<file path="src/rtl/disp_bin_writer_if.sv">
// Local bus between disp_bin_writer (master) and the 4-digit display controller (slave).
// Write-only four-phase handshake: the master raises req (cs follows req) with addr/wr_data
// stable, the slave answers rdy=1, the master drops req, the slave drops rdy, and only then
// may addr/wr_data change for the next write.
interface disp_bin_writer_if;
   logic [7:0] addr;
   logic       cs;
   logic       req;
   logic       rnw;
   logic [7:0] wr_data;
   logic       rdy;

   modport master (output addr, output cs, output req, output rnw, output wr_data, input rdy);
   modport slave  (input addr, input cs, input req, input rnw, input wr_data, output rdy);
endinterface

</file>
<file path="src/rtl/disp_bin_writer.sv">
// Converts a 14-bit binary value to four BCD digits and programs the display controller's
// eight mode/value registers over the req/rdy local bus.
module disp_bin_writer #(
   parameter int unsigned TIMEOUT  = 16,
   parameter bit          BLANK_LZ = 1'b1,
   parameter logic [6:0]  DASH_SEG = 7'h40
) (
   input  logic              clk,
   input  logic              reset_,
   input  logic [13:0]       value,
   input  logic              value_valid,
   output logic              busy,
   output logic              done,
   output logic              err,
   disp_bin_writer_if.master bus,
   output logic [2:0]        dbg_state_o
);

   typedef enum logic [2:0] {
      S_IDLE    = 3'd0,
      S_CONVERT = 3'd1,
      S_REQ     = 3'd2,
      S_WAIT_HI = 3'd3,
      S_WAIT_LO = 3'd4,
      S_FINISH  = 3'd5
   } state_e;

   localparam logic [7:0] TMO_LAST = 8'(TIMEOUT - 1);

   state_e      state_q, state_d;
   logic [13:0] bin_q, bin_d;
   logic [15:0] bcd_q, bcd_d;
   logic        ovf_q, ovf_d;
   logic [3:0]  conv_cnt_q, conv_cnt_d;
   logic [2:0]  idx_q, idx_d;
   logic [7:0]  tmo_q, tmo_d;
   logic        busy_q, busy_d;
   logic        done_q, done_d;
   logic        err_q, err_d;
   logic        req_q, req_d;
   logic [7:0]  addr_q, addr_d;
   logic [7:0]  wdata_q, wdata_d;
   logic [15:0] bcd_adj;

   function automatic logic [15:0] dabble_adj(input logic [15:0] b);
      logic [15:0] r;
      r = b;
      for (int i = 0; i < 4; i++) begin
         if (r[i*4 +: 4] >= 4'd5) r[i*4 +: 4] = r[i*4 +: 4] + 4'd3;
      end
      return r;
   endfunction

   // Even index: mode register (mode bit replicated on [3:0]); odd index: value register.
   function automatic logic [7:0] txn_word(input logic [2:0] idx, input logic [15:0] bcd,
                                           input logic ovf);
      logic [3:0] dig;
      logic       upper_zero;
      logic       m;
      logic [6:0] field;
      dig = bcd[{idx[2:1], 2'b00} +: 4];
      case (idx[2:1])
         2'd1:    upper_zero = (bcd[15:4] == 12'd0);
         2'd2:    upper_zero = (bcd[15:8] == 8'd0);
         2'd3:    upper_zero = (bcd[15:12] == 4'd0);
         default: upper_zero = 1'b0;
      endcase
      if (ovf) begin
         m     = 1'b1;
         field = DASH_SEG;
      end else if (BLANK_LZ && upper_zero) begin
         m     = 1'b1;
         field = 7'h00;
      end else begin
         m     = 1'b0;
         field = {3'b000, dig};
      end
      return idx[0] ? {1'b0, field} : {4'h0, {4{m}}};
   endfunction

   assign bcd_adj = dabble_adj(bcd_q);

   always_comb begin
      state_d    = state_q;
      bin_d      = bin_q;
      bcd_d      = bcd_q;
      ovf_d      = ovf_q;
      conv_cnt_d = conv_cnt_q;
      idx_d      = idx_q;
      tmo_d      = tmo_q;
      busy_d     = busy_q;
      done_d     = 1'b0;
      err_d      = 1'b0;
      req_d      = req_q;
      addr_d     = addr_q;
      wdata_d    = wdata_q;

      case (state_q)
         S_IDLE, S_FINISH: begin
            busy_d  = 1'b0;
            state_d = S_IDLE;
            if (value_valid) begin
               state_d    = S_CONVERT;
               bin_d      = value;
               bcd_d      = 16'd0;
               ovf_d      = (value > 14'd9999);
               conv_cnt_d = 4'd0;
               busy_d     = 1'b1;
            end
         end
         S_CONVERT: begin
            if (conv_cnt_q == 4'd14) begin
               state_d = S_REQ;
               idx_d   = 3'd0;
               addr_d  = 8'd0;
               wdata_d = txn_word(3'd0, bcd_q, ovf_q);
               req_d   = 1'b1;
               tmo_d   = 8'd0;
            end else begin
               bcd_d      = {bcd_adj[14:0], bin_q[13]};
               bin_d      = {bin_q[12:0], 1'b0};
               conv_cnt_d = conv_cnt_q + 4'd1;
            end
         end
         S_REQ: begin
            state_d = S_WAIT_HI;
            tmo_d   = 8'd0;
         end
         S_WAIT_HI: begin
            if (bus.rdy) begin
               req_d   = 1'b0;
               state_d = S_WAIT_LO;
               tmo_d   = 8'd0;
            end else if (tmo_q == TMO_LAST) begin
               req_d   = 1'b0;
               state_d = S_FINISH;
               done_d  = 1'b1;
               err_d   = 1'b1;
               busy_d  = 1'b0;
            end else begin
               tmo_d = tmo_q + 8'd1;
            end
         end
         S_WAIT_LO: begin
            if (!bus.rdy) begin
               if (idx_q == 3'd7) begin
                  state_d = S_FINISH;
                  done_d  = 1'b1;
                  busy_d  = 1'b0;
               end else begin
                  state_d = S_REQ;
                  idx_d   = idx_q + 3'd1;
                  addr_d  = {5'd0, idx_q + 3'd1};
                  wdata_d = txn_word(idx_q + 3'd1, bcd_q, ovf_q);
                  req_d   = 1'b1;
                  tmo_d   = 8'd0;
               end
            end else if (tmo_q == TMO_LAST) begin
               state_d = S_FINISH;
               done_d  = 1'b1;
               err_d   = 1'b1;
               busy_d  = 1'b0;
            end else begin
               tmo_d = tmo_q + 8'd1;
            end
         end
         default: state_d = S_IDLE;
      endcase
   end

   always_ff @(posedge clk) begin
      if (!reset_) begin
         state_q    <= S_IDLE;
         bin_q      <= 14'd0;
         bcd_q      <= 16'd0;
         ovf_q      <= 1'b0;
         conv_cnt_q <= 4'd0;
         idx_q      <= 3'd0;
         tmo_q      <= 8'd0;
         busy_q     <= 1'b0;
         done_q     <= 1'b0;
         err_q      <= 1'b0;
         req_q      <= 1'b0;
         addr_q     <= 8'd0;
         wdata_q    <= 8'd0;
      end else begin
         state_q    <= state_d;
         bin_q      <= bin_d;
         bcd_q      <= bcd_d;
         ovf_q      <= ovf_d;
         conv_cnt_q <= conv_cnt_d;
         idx_q      <= idx_d;
         tmo_q      <= tmo_d;
         busy_q     <= busy_d;
         done_q     <= done_d;
         err_q      <= err_d;
         req_q      <= req_d;
         addr_q     <= addr_d;
         wdata_q    <= wdata_d;
      end
   end

   assign busy        = busy_q;
   assign done        = done_q;
   assign err         = err_q;
   assign bus.addr    = addr_q;
   assign bus.cs      = req_q;
   assign bus.req     = req_q;
   assign bus.rnw     = 1'b0;
   assign bus.wr_data = wdata_q;
   assign dbg_state_o = state_q;

endmodule
</file>
<file path="src/flat_wrapper.sv">
// flat-port wrapper written by rule: the top's interface ports become plain ports
module disp_bin_writer_flat 
#(
   parameter int unsigned TIMEOUT  = 16,
   parameter bit          BLANK_LZ = 1'b1,
   parameter logic [6:0]  DASH_SEG = 7'h40
)
  (clk, reset_, value, value_valid, busy, done, err, dbg_state_o, bus_addr, bus_cs, bus_req, bus_rnw, bus_wr_data, bus_rdy);
  disp_bin_writer_if bus_i ();
  input  logic clk;
  input  logic reset_;
  input  logic [13:0] value;
  input  logic value_valid;
  output logic busy;
  output logic done;
  output logic err;
  output logic [2:0] dbg_state_o;
  output wire logic [$bits(bus_i.addr)-1:0] bus_addr;
  output wire logic [$bits(bus_i.cs)-1:0] bus_cs;
  output wire logic [$bits(bus_i.req)-1:0] bus_req;
  output wire logic [$bits(bus_i.rnw)-1:0] bus_rnw;
  output wire logic [$bits(bus_i.wr_data)-1:0] bus_wr_data;
  input wire logic [$bits(bus_i.rdy)-1:0] bus_rdy;
  assign bus_addr = bus_i.addr;
  assign bus_cs = bus_i.cs;
  assign bus_req = bus_i.req;
  assign bus_rnw = bus_i.rnw;
  assign bus_wr_data = bus_i.wr_data;
  assign bus_i.rdy = bus_rdy;
  disp_bin_writer #(.TIMEOUT(TIMEOUT), .BLANK_LZ(BLANK_LZ), .DASH_SEG(DASH_SEG)) u_core (.clk(clk), .reset_(reset_), .value(value), .value_valid(value_valid), .busy(busy), .done(done), .err(err), .bus(bus_i), .dbg_state_o(dbg_state_o));
endmodule
</file>
<file path="config.mk">
export PLATFORM = sky130hd
export DESIGN_NAME = disp_bin_writer_flat
export DESIGN_NICKNAME = d
export VERILOG_FILES = /design/src/rtl/disp_bin_writer_if.sv /design/src/rtl/disp_bin_writer.sv /design/src/flat_wrapper.sv
export SDC_FILE = /design/constraint.sdc
export NUM_CORES = 1
export LEC_CHECK = 0
export ABC_AREA = 0
export BUFFER_PORTS_ARGS = -buffer_cell sky130_fd_sc_hd__buf_2
export CORE_ASPECT_RATIO = 1.1
export CORE_MARGIN = 3
export CORE_UTILIZATION = 55
export CTS_BUF_LIST = sky130_fd_sc_hd__clkbuf_16
export DETAILED_ROUTE_END_ITERATION = 7
export HOLD_SLACK_MARGIN = 0.1
export PLACE_DENSITY = 0.75
export SLEW_MARGIN = 40
export SYNTH_ARGS = -nofsm -noshare
export SYNTH_HDL_FRONTEND = slang
export SYNTH_SLANG_ARGS = --single-unit
</file>
<file path="constraint.sdc">
create_clock -name clk -period 2.5 [get_ports clk]
set_input_delay 0.625 -clock clk [delete_from_list [all_inputs] [get_ports clk]]
set_output_delay 0.625 -clock clk [all_outputs]
set_load 0.05 [all_outputs]
</file>
==> results of run 1 <==
==> where the power goes <==
group,leakage (nW),switching (W),internal [W]
sequential,0.472,0.0000609,0.000990
clock,0.136,0.000388,0.000746
combinational,0.831,0.000317,0.000146
==> area by class of cell <==
| cell class | count | area share [%] |
|---|---|---|
| Multi-Input combinational cell | 297 | 50.84 |
| Clock inverter | 5 | 1.302 |
| Sequential cell | 58 | 31.79 |
| Inverter | 12 | 1.233 |
| Timing Repair Buffer | 39 | 6.098 |
| Tap cell | 75 | 2.569 |
| Clock buffer | 9 | 6.167 |
==> kinds of logic (layout without fill, tap and decap cells) <==
kind of cell	after synthesis	in the layout	share of synthesized area, %
buf+inv	42	65	6.682
mux	9	9	4.416
other cells	1	9	0.1171
flops	58	58	36.26
simple gates	153	153	22.98
fa+ha+maj	16	16	6.252
compound gates	102	102	21.10
xor+xnor	8	8	2.188
==> state kept, by name (all words and copies together) (netlist names) <==
| signal | cells |
|---|---|
| u_core.bcd_q | 16 |
| u_core.bin_q | 14 |
| u_core.tmo_q | 8 |
| u_core.bus.wr_data | 5 |
| u_core.conv_cnt_q | 4 |
| u_core.bus.addr | 3 |
| u_core.dbg_state_o | 3 |
| u_core.bus.cs | 1 |
| u_core.busy | 1 |
| u_core.done | 1 |
| u_core.err | 1 |
| u_core.ovf_q | 1 |
==> synth_stat cells (3+ instances only) <==
master / count
dfxtp_1: 58
nor2_1: 49
nand2_1: 47
a21oi_1: 30
o21ai_0: 20
nand3_1: 17
ha_1: 16
a311oi_1: 13
buf_4: 12
inv_1: 12
a22oi_1: 9
clkbuf_1: 9
buf_2: 7
a32oi_1: 6
nand2b_1: 5
nor3_1: 5
xnor2_1: 5
a31oi_1: 4
mux2i_1: 4
mux4_2: 4
nor2b_1: 4
o22ai_1: 4
a41oi_1: 3
and2_1: 3
nor3b_1: 3
or4_1: 3
xor2_1: 3
==> per-stage QoR <==
step / util, % / worst slack [ps] / hold slack [ps] / power, W
3_3_place_gp: 61.44 / 439.2 / 446.3 / 0.001519
2_1_floorplan: - / 287.3 / 436.6 / 0.001425
5_1_grt: 66.40 / 178.5 / 495.4 / 0.002778
3_5_place_dp: 61.44 / 406.6 / 456.3 / 0.001530
6_report: 66.40 / 386.7 / 464.0 / 0.002648
4_1_cts: 66.40 / 376.0 / 463.1 / 0.002670
==> critical path: cells and delay by family (launching register included) <==
kind                     cells  cell delay [ps]
AND/OR/NAND/NOR              1              450
flip-flops                   1              350
AO/OA/AOI/OAI                3              530
adder cells (fa/ha/maj)      2              720
==> path summary, 6_finish.rpt <==
kind / start / to / slack (ps) / cells after the start
max: u_core.bus.addr[0] / u_core.bus.wr_data[3] / 390 / 6
max reg2reg: u_core.bus.addr[0] / u_core.bus.wr_data[3] / 390 / 6
min reg2reg: u_core.bin_q[0] / u_core.bin_q[0] / 460 / 2
min: u_core.bin_q[0] / u_core.bin_q[0] / 460 / 2
==> routing by layer <==
metal / vias up / wire length, microns / track usage (%)
li1: 1445 / - / -
met1: 1381 / 3343 / 30.94
met2: 93 / 3354 / 36.22
met3: 19 / 410 / 4.622
met4: 0 / 216 / 13.67
met5: - / 0 / 0
==> flow_summary.ini, run 1 <==
[cts]
cts_resized = 0
cts_hold_buffers = 0
cts_max_level = 3
root_buffer = clkbuf_16
clock_latency_ps = 320
cts_tree = done
clk_pin_slew_ps = 50
post_cts_buffers = 0
cts.sink_count = 58
numCtsBuffers = 9
clockBufferDepth = 2

[run]
maxCapViolCount = 0

[logic_synthesis]
synth_async_sr_flop_share_pct = 0
synth_seq_cells = 58
yosys.area.top_type = dfxtp_1
syn_avg_cell_area_sq_um = 8.231
synth_edf_count = 0
synth.distinct_cells = 53
synth_top_area_share_pct = 36.26
yosysSeqAreaShare_pct = 36.26
ys_warn_count = 0
syn_inst = 389
synth.area.top_cells = dfxtp_1 (36%), ha_1 (6.3%), nor2_1 (5.7%)
synthFlopType = dfxtp_1
syn_area_sq_um = 3202

[finish]
syn_to_final_growth_pct = 14.07
register_area_sq_um = 1161
nFillCells = 487
diodes = 0
multi_input_comb_area_sq_um = 1857
stdcell_area_sq_um = 3652
drive_gt1_share_pct = 15.48
final_cell_mix = dfxtp_1 (58), nor2_1 (49), nand2_1 (47)
layout_commonest_cell = dfxtp_1
nets = 451
layout.cells.non_filler = 495

[placement]
io_buffers = 33
placed_area_sq_um = 3379
place_inst = 481
dp_hpwl_microns = 5107
place_congestion = 0.8564

[timing]
relSlewSlack_pct = 59.73
fin_crit_sh_pct = 84.53
clock.fmax_ghz = 0.4732
fin_crit_ps = 2113
tns_ps = 0
worstMarginPinSlew_ps = 600.1
hold_violations = 0
final-max-slew-violation-count = 0
fin_worst_skew_ps = 6.031
finalSetupViolations = 0
rsz0062_at_grt = no

[global_route]
antenna_found_initial = 0
grtUsageTotal_pct = 23.64
grt_pass1_vias = 2721
grt_max_degree = 36
grt_first_pass_wirelength_microns = 12660
grt_overflow = 0

[status]
status = completed

[route]
drc = 0
first_pass_iters = 6
drt_iter0_drc = 198
vias = 2938
vias_per_cell = 5.935
drt_wl_total_microns = 7325
drtAntennaViolNets = 0
avgRoutedWirePerCell_microns = 14.80

[critical_path]
crit_chain = ha_1, ha_1, a221oi_1, or3_1, o21a_1, a21oi_1
max_stage_delay_ps = 480
arrival_ps = 2360
worstPathRequired_ps = 2750
cp_slowest_cell = ha_1
cpMostUsedCell = ha_1
cp_max_fo = 7
end_kind = flip-flop
critPathKind = flip-flop to flip-flop
start_kind = flip-flop

[floorplan]
die_w_microns = 78.75
core_area_sq_um = 5500
pin_count = 43
dieArea_sq_um = 6774
std_cell_rows = 28
initial_utilization_pct = 58.21
die_y_microns = 86.02

[pwr]
ir_worst_vdd_mv = 0.4717
power_leakage_nw = 1.439
p_per_area_nw_per_um2 = 724.9

[worst_hold_path]
holdCritPathClass = flip-flop to flip-flop
Power figures use the tool's default switching activity.
==> run 2, diff against run 1 <==
--- a/config.mk
+++ b/config.mk
@@ -9,11 +9,11 @@
 export BUFFER_PORTS_ARGS = -buffer_cell sky130_fd_sc_hd__buf_2
 export CORE_ASPECT_RATIO = 1.1
 export CORE_MARGIN = 3
-export CORE_UTILIZATION = 55
+export CORE_UTILIZATION = 52
 export CTS_BUF_LIST = sky130_fd_sc_hd__clkbuf_16
 export DETAILED_ROUTE_END_ITERATION = 7
 export HOLD_SLACK_MARGIN = 0.1
-export PLACE_DENSITY = 0.75
+export PLACE_DENSITY = 0.74
 export SLEW_MARGIN = 40
 export SYNTH_ARGS = -nofsm -noshare
 export SYNTH_HDL_FRONTEND = slang
==> constraint.sdc (replaced) <==
create_clock -name clk -period 1.9 [get_ports clk]
set_input_delay 0.475 -clock clk [delete_from_list [all_inputs] [get_ports clk]]
set_output_delay 0.475 -clock clk [all_outputs]
set_load 0.05 [all_outputs]
==> run 2 against run 1 <==
  * Utilization grew 0.54 points
  * Highest routed layer unchanged
  * Largest power group unchanged
  * Clock-buffer cell count unchanged
  * Critical path type unchanged
  * Register-to-register slack got worse by 380 ps
  * Setup slack got worse by 380 ps
  * Combinational power rose by 54%
  * Sequential power up 30%
==> flow_summary.ini, run 2 (synthesis gave the netlist of run 1 again) <==
[finish]
syn_to_final_growth_pct = 22.90
drive_gt1_share_pct = 23.92
regMostFlops = u_core.bcd_q
layout_commonest_cell = dfxtp_1
largest_reg_flops = 16
final_core_util_pct = 66.94
nets = 468
diodes = 0
largest_registers = u_core.bcd_q (16), u_core.bin_q (14), u_core.tmo_q (8)
final_cell_mix = dfxtp_1 (52), nor2_1 (49), nand2_1 (46)

[critical_path]
crit_chain = ha_4, ha_4, nor4b_2, nor3_1, or3_4, o21a_4, a21oi_2
critPathKind = flip-flop to flip-flop
max_stage_delay_ps = 400
start_kind = flip-flop
arrival_ps = 2150
cp_slowest_cell = or3_4
worstPathRequired_ps = 2160
cp_max_fo = 5
end_kind = flip-flop
cpMostUsedCell = ha_4

[cts]
numCtsBuffers = 9
cts_tree = done
root_buffer = clkbuf_16
cts.sink_count = 58
cts_max_level = 3
clock_latency_ps = 330
clk_pin_slew_ps = 50
cts_hold_buffers = 0
post_cts_buffers = 0
clockBufferDepth = 2

[placement]
dp_hpwl_microns = 5483
place_congestion = 0.9041
dp_slack_ps = -72.21
io_buffers = 33

[status]
status = completed

[route]
drt_iter0_drc = 244
first_pass_iters = 5
drc = 0
avgRoutedWirePerCell_microns = 15.66
drtAntennaViolNets = 0
vias_per_cell = 5.851
drt_wl_total_microns = 8081
vias = 3019

[timing]
fin_crit_sh_pct = 99.81
fin_crit_ps = 1896
fin_worst_skew_ps = 7.115
rsz0062_at_grt = yes
clock.fmax_ghz = 0.5273
finalSetupViolations = 0
hold_violations = 0
fin_ws_ps = 3.640
worstMarginPinSlew_ps = 538.3
relSlewSlack_pct = 64.11
tns_ps = 0
final-max-slew-violation-count = 0

[pwr]
total_power_w = 0.003763
p_per_area_nw_per_um2 = 956.2
power_leakage_nw = 1.542
ir_worst_vdd_mv = 0.5452

[worst_hold_path]
holdCritPathClass = primary input to flip-flop

[floorplan]
std_cell_rows = 29
pin_count = 43
initial_utilization_pct = 54.47
die_y_microns = 88.30
die_w_microns = 80.82
dieArea_sq_um = 7136
core_area_sq_um = 5878

[global_route]
grt_pass1_vias = 2857
antenna_found_initial = 0
grt_overflow = 0
grtUsageTotal_pct = 24.03
grt_first_pass_wirelength_microns = 13230
grt_max_degree = 29

[run]
maxCapViolCount = 0
run 2: repair_timing:
item / in CTS / in global routing
pin swaps: 2 / 0
endpoints found under the hold margin: 0 / 0
gates resized for setup: 5 / 10
endpoints found under the setup margin: 4 / 14
gates cloned: 0 / 0
run 2: where the power goes:
group	switching [W]	internal, W
Combinational	0.000450	0.000261
Clock	0.000552	0.00113
Sequential	0.0000699	0.00130
Total	0.00107	0.00269
run 2: worst max-delay path, delay by kind of cell, from the launching register on:
kind / cells / cell delay, ps
AO/OA/AOI/OAI: 2 / 390
adder cells (fa/ha/maj): 2 / 390
flip-flops: 1 / 340
AND/OR/NAND/NOR: 3 / 710
run 2: per-layer routing:
| layer | wire [microns] | share of wire, % | global-route usage, % |
|---|---|---|---|
| met1 | 3519 | 44 | 30.01 |
| met2 | 4042 | 50 | 39.21 |
| met3 | 367 | 4.5 | 5.295 |
| met4 | 151 | 1.9 | 11.67 |
| met5 | 0 | 0 | 0 |
run 2: path summary, 6_finish.rpt:
check             slack (ps)                     to          startpoint  cells after the start
setup reg to reg           4  u_core.bus.wr_data[1]  u_core.bus.addr[1]                      7
hold / removal           410        u_core.bin_q[3]            value[3]                      3
hold reg to reg          470        u_core.bin_q[0]     u_core.bin_q[0]                      2
setup / recovery           4  u_core.bus.wr_data[1]  u_core.bus.addr[1]                      7
run 2: layout make-up:
type / count / area (sq um)
Clock inverter: 7 / 82.58
Fill cell: 523 / 1943
Inverter: 12 / 45.04
Clock buffer: 9 / 225.2
Timing Repair Buffer: 56 / 350.3
Multi-Input combinational cell: 297 / 1962
Tap cell: 77 / 96.34
Sequential cell: 58 / 1174
run 2: metrics by stage:
step / std cells / area (sq um) / hold WS [ps]
finish: 516 / 3935 / 411.9
global route: 516 / 3935 / 418.0
CTS: 516 / 3891 / 408.4
detailed placement: 500 / 3556 / 456.6
global placement: 500 / 3556 / 453.5
floorplan: 397 / 3281 / 436.6
==> run 3, diff against run 2 <==
--- a/config.mk
+++ b/config.mk
@@ -7,10 +7,11 @@
 export LEC_CHECK = 0
 export ABC_AREA = 0
 export BUFFER_PORTS_ARGS = -buffer_cell sky130_fd_sc_hd__buf_2
+export CAP_MARGIN = 20
 export CORE_ASPECT_RATIO = 1.1
 export CORE_MARGIN = 3
 export CORE_UTILIZATION = 52
-export CTS_BUF_LIST = sky130_fd_sc_hd__clkbuf_16
+export CTS_BUF_LIST = sky130_fd_sc_hd__clkbuf_4 sky130_fd_sc_hd__clkbuf_8 sky130_fd_sc_hd__clkbuf_16
 export DETAILED_ROUTE_END_ITERATION = 7
 export HOLD_SLACK_MARGIN = 0.1
 export PLACE_DENSITY = 0.74
==> run 3 against run 2 <==
  * Register-to-register slack about the same
  * Critical path depth unchanged
  * First-iteration DRC count down 24%
  * Utilization down 1.6 points
  * Global-route usage down 0.47 points
  * Highest routed layer unchanged
  * Fmax up 0.74%
==> flow_summary.ini, run 3 (synthesis gave the netlist of run 1 again) <==
[placement]
place_inst = 500
io_buffers = 33
dp_hpwl_microns = 5483
place_congestion = 0.9041
placed_area_sq_um = 3556

[timing]
rsz0062_at_grt = yes
final-max-slew-violation-count = 0
fin_worst_skew_ps = 10.12
fin_crit_ps = 1882
fin_crit_sh_pct = 99.07
hold-worst-slack_ps = 391.0
finalSetupViolations = 0
hold_violations = 0
clock.fmax_ghz = 0.5312
tns_ps = 0

[global_route]
grt_pass1_vias = 2847
grt_max_degree = 29
grt_overflow = 0
grt_first_pass_wirelength_microns = 13080
antenna_found_initial = 0
grtUsageTotal_pct = 23.56

[finish]
nets = 468
regMostFlops = u_core.bcd_q
layout.cells.non_filler = 516
final_cell_mix = dfxtp_1 (52), nor2_1 (49), nand2_1 (46)
largest_registers = u_core.bcd_q (16), u_core.bin_q (14), u_core.tmo_q (8)
largest_reg_flops = 16
final_core_util_pct = 65.35
layout_commonest_cell = dfxtp_1
stdcell_area_sq_um = 3841
syn_to_final_growth_pct = 19.97
diodes = 0
drive_gt1_share_pct = 23.69

[route]
vias_per_cell = 5.781
first_pass_iters = 5
avgRoutedWirePerCell_microns = 15.40
drtAntennaViolNets = 0
drc = 0
vias = 2983
drt_wl_total_microns = 7947
drt_iter0_drc = 186

[status]
status = completed

[critical_path]
worstPathRequired_ps = 2120
crit_path_start = u_core.bus.addr[1]
end_kind = flip-flop
r2r_cells = 7
endpoint = u_core.bus.wr_data[2]
critPathKind = flip-flop to flip-flop
start_kind = flip-flop
reg2reg_to = u_core.bus.wr_data[2]
cp_max_fo = 5
r2r_slack_ps = 20
arrival_ps = 2110
worstReg2RegStart = u_core.bus.addr[1]

[floorplan]
die_w_microns = 80.82
initial_utilization_pct = 54.47
dieArea_sq_um = 7136
std_cell_rows = 29
core_area_sq_um = 5878
die_y_microns = 88.30
pin_count = 43

[worst_hold_path]
holdCritPathClass = primary input to flip-flop

[pwr]
ir_worst_vdd_mv = 0.6721
p_per_area_nw_per_um2 = 893.4
power_leakage_nw = 1.512

[cts]
cts_hold_buffers = 0
root_buffer = clkbuf_8
cts.sink_count = 58
numCtsBuffers = 9
clk_pin_slew_ps = 70
cts_tree = done
clockBufferDepth = 2
post_cts_buffers = 0
clock_latency_ps = 350
cts_max_level = 3

[run]
maxCapViolCount = 0
-- run 3: metal layers --
layer,wire [microns],vias to the layer above,part of all wire [%],global-route usage [%]
met5,0,-,0,0
met4,166,0,2.1,12.29
met3,314,15,4.0,4.073
met2,3857,67,49,38.83
met1,3609,1425,45,29.46
li1,-,1476,-,-
-- run 3: cell type report --
class                      instances  area (sq um)
fill                             547          2037
multi-input combinational        297          1939
sequential                        58          1174
timing repair buffer              56         350.3
clock buffer                      12         165.2
tap                               77         96.34
clock inverter                     4         71.32
inverter                          12         45.04
-- run 3: how the worst min path moves through the flow --
stage                     from              end  slack (ps)  cells after the start
2_1_floorplan  u_core.bin_q[0]  u_core.bin_q[0]         440                      2
3_3_place_gp   u_core.bin_q[0]  u_core.bin_q[0]         450                      2
3_5_place_dp   u_core.bin_q[0]  u_core.bin_q[0]         460                      2
4_1_cts               value[3]  u_core.bin_q[3]         390                      3
5_1_grt               value[3]  u_core.bin_q[3]         390                      3
6_report              value[3]  u_core.bin_q[3]         390                      3
-- run 3: power by group --
group          leakage [nW]  internal [W]  switching, W
sequential            0.475       0.00130     0.0000715
clock                 0.123      0.000844      0.000509
combinational         0.914      0.000260      0.000449
total                  1.51       0.00240       0.00103
-- run 3: timing repair --
item / in CTS / in global routing
endpoints found under the setup margin: 4 / 19
resized for setup: 4 / 7
pin swaps: 2 / 0
-- run 3: critical path, stage by stage, from the launching register on --
cell and delay, ps:
dfxtp_4 350, ha_4 180, ha_4 210, nor4b_2 230, nor3_1 60, or3_4 380
a32oi_1 250, a21oi_1 100
-- run 3: through the flow --
| step | total power [W] | worst slack, ps |
|---|---|---|
| finish | 0.003432 | 17.60 |
| detailed placement | 0.002085 | -72.21 |
| global route | 0.003598 | -59.18 |
| global placement | 0.002074 | -0.09259 |
| CTS | 0.003430 | 10.52 |
| floorplan | 0.001873 | 8.430 |
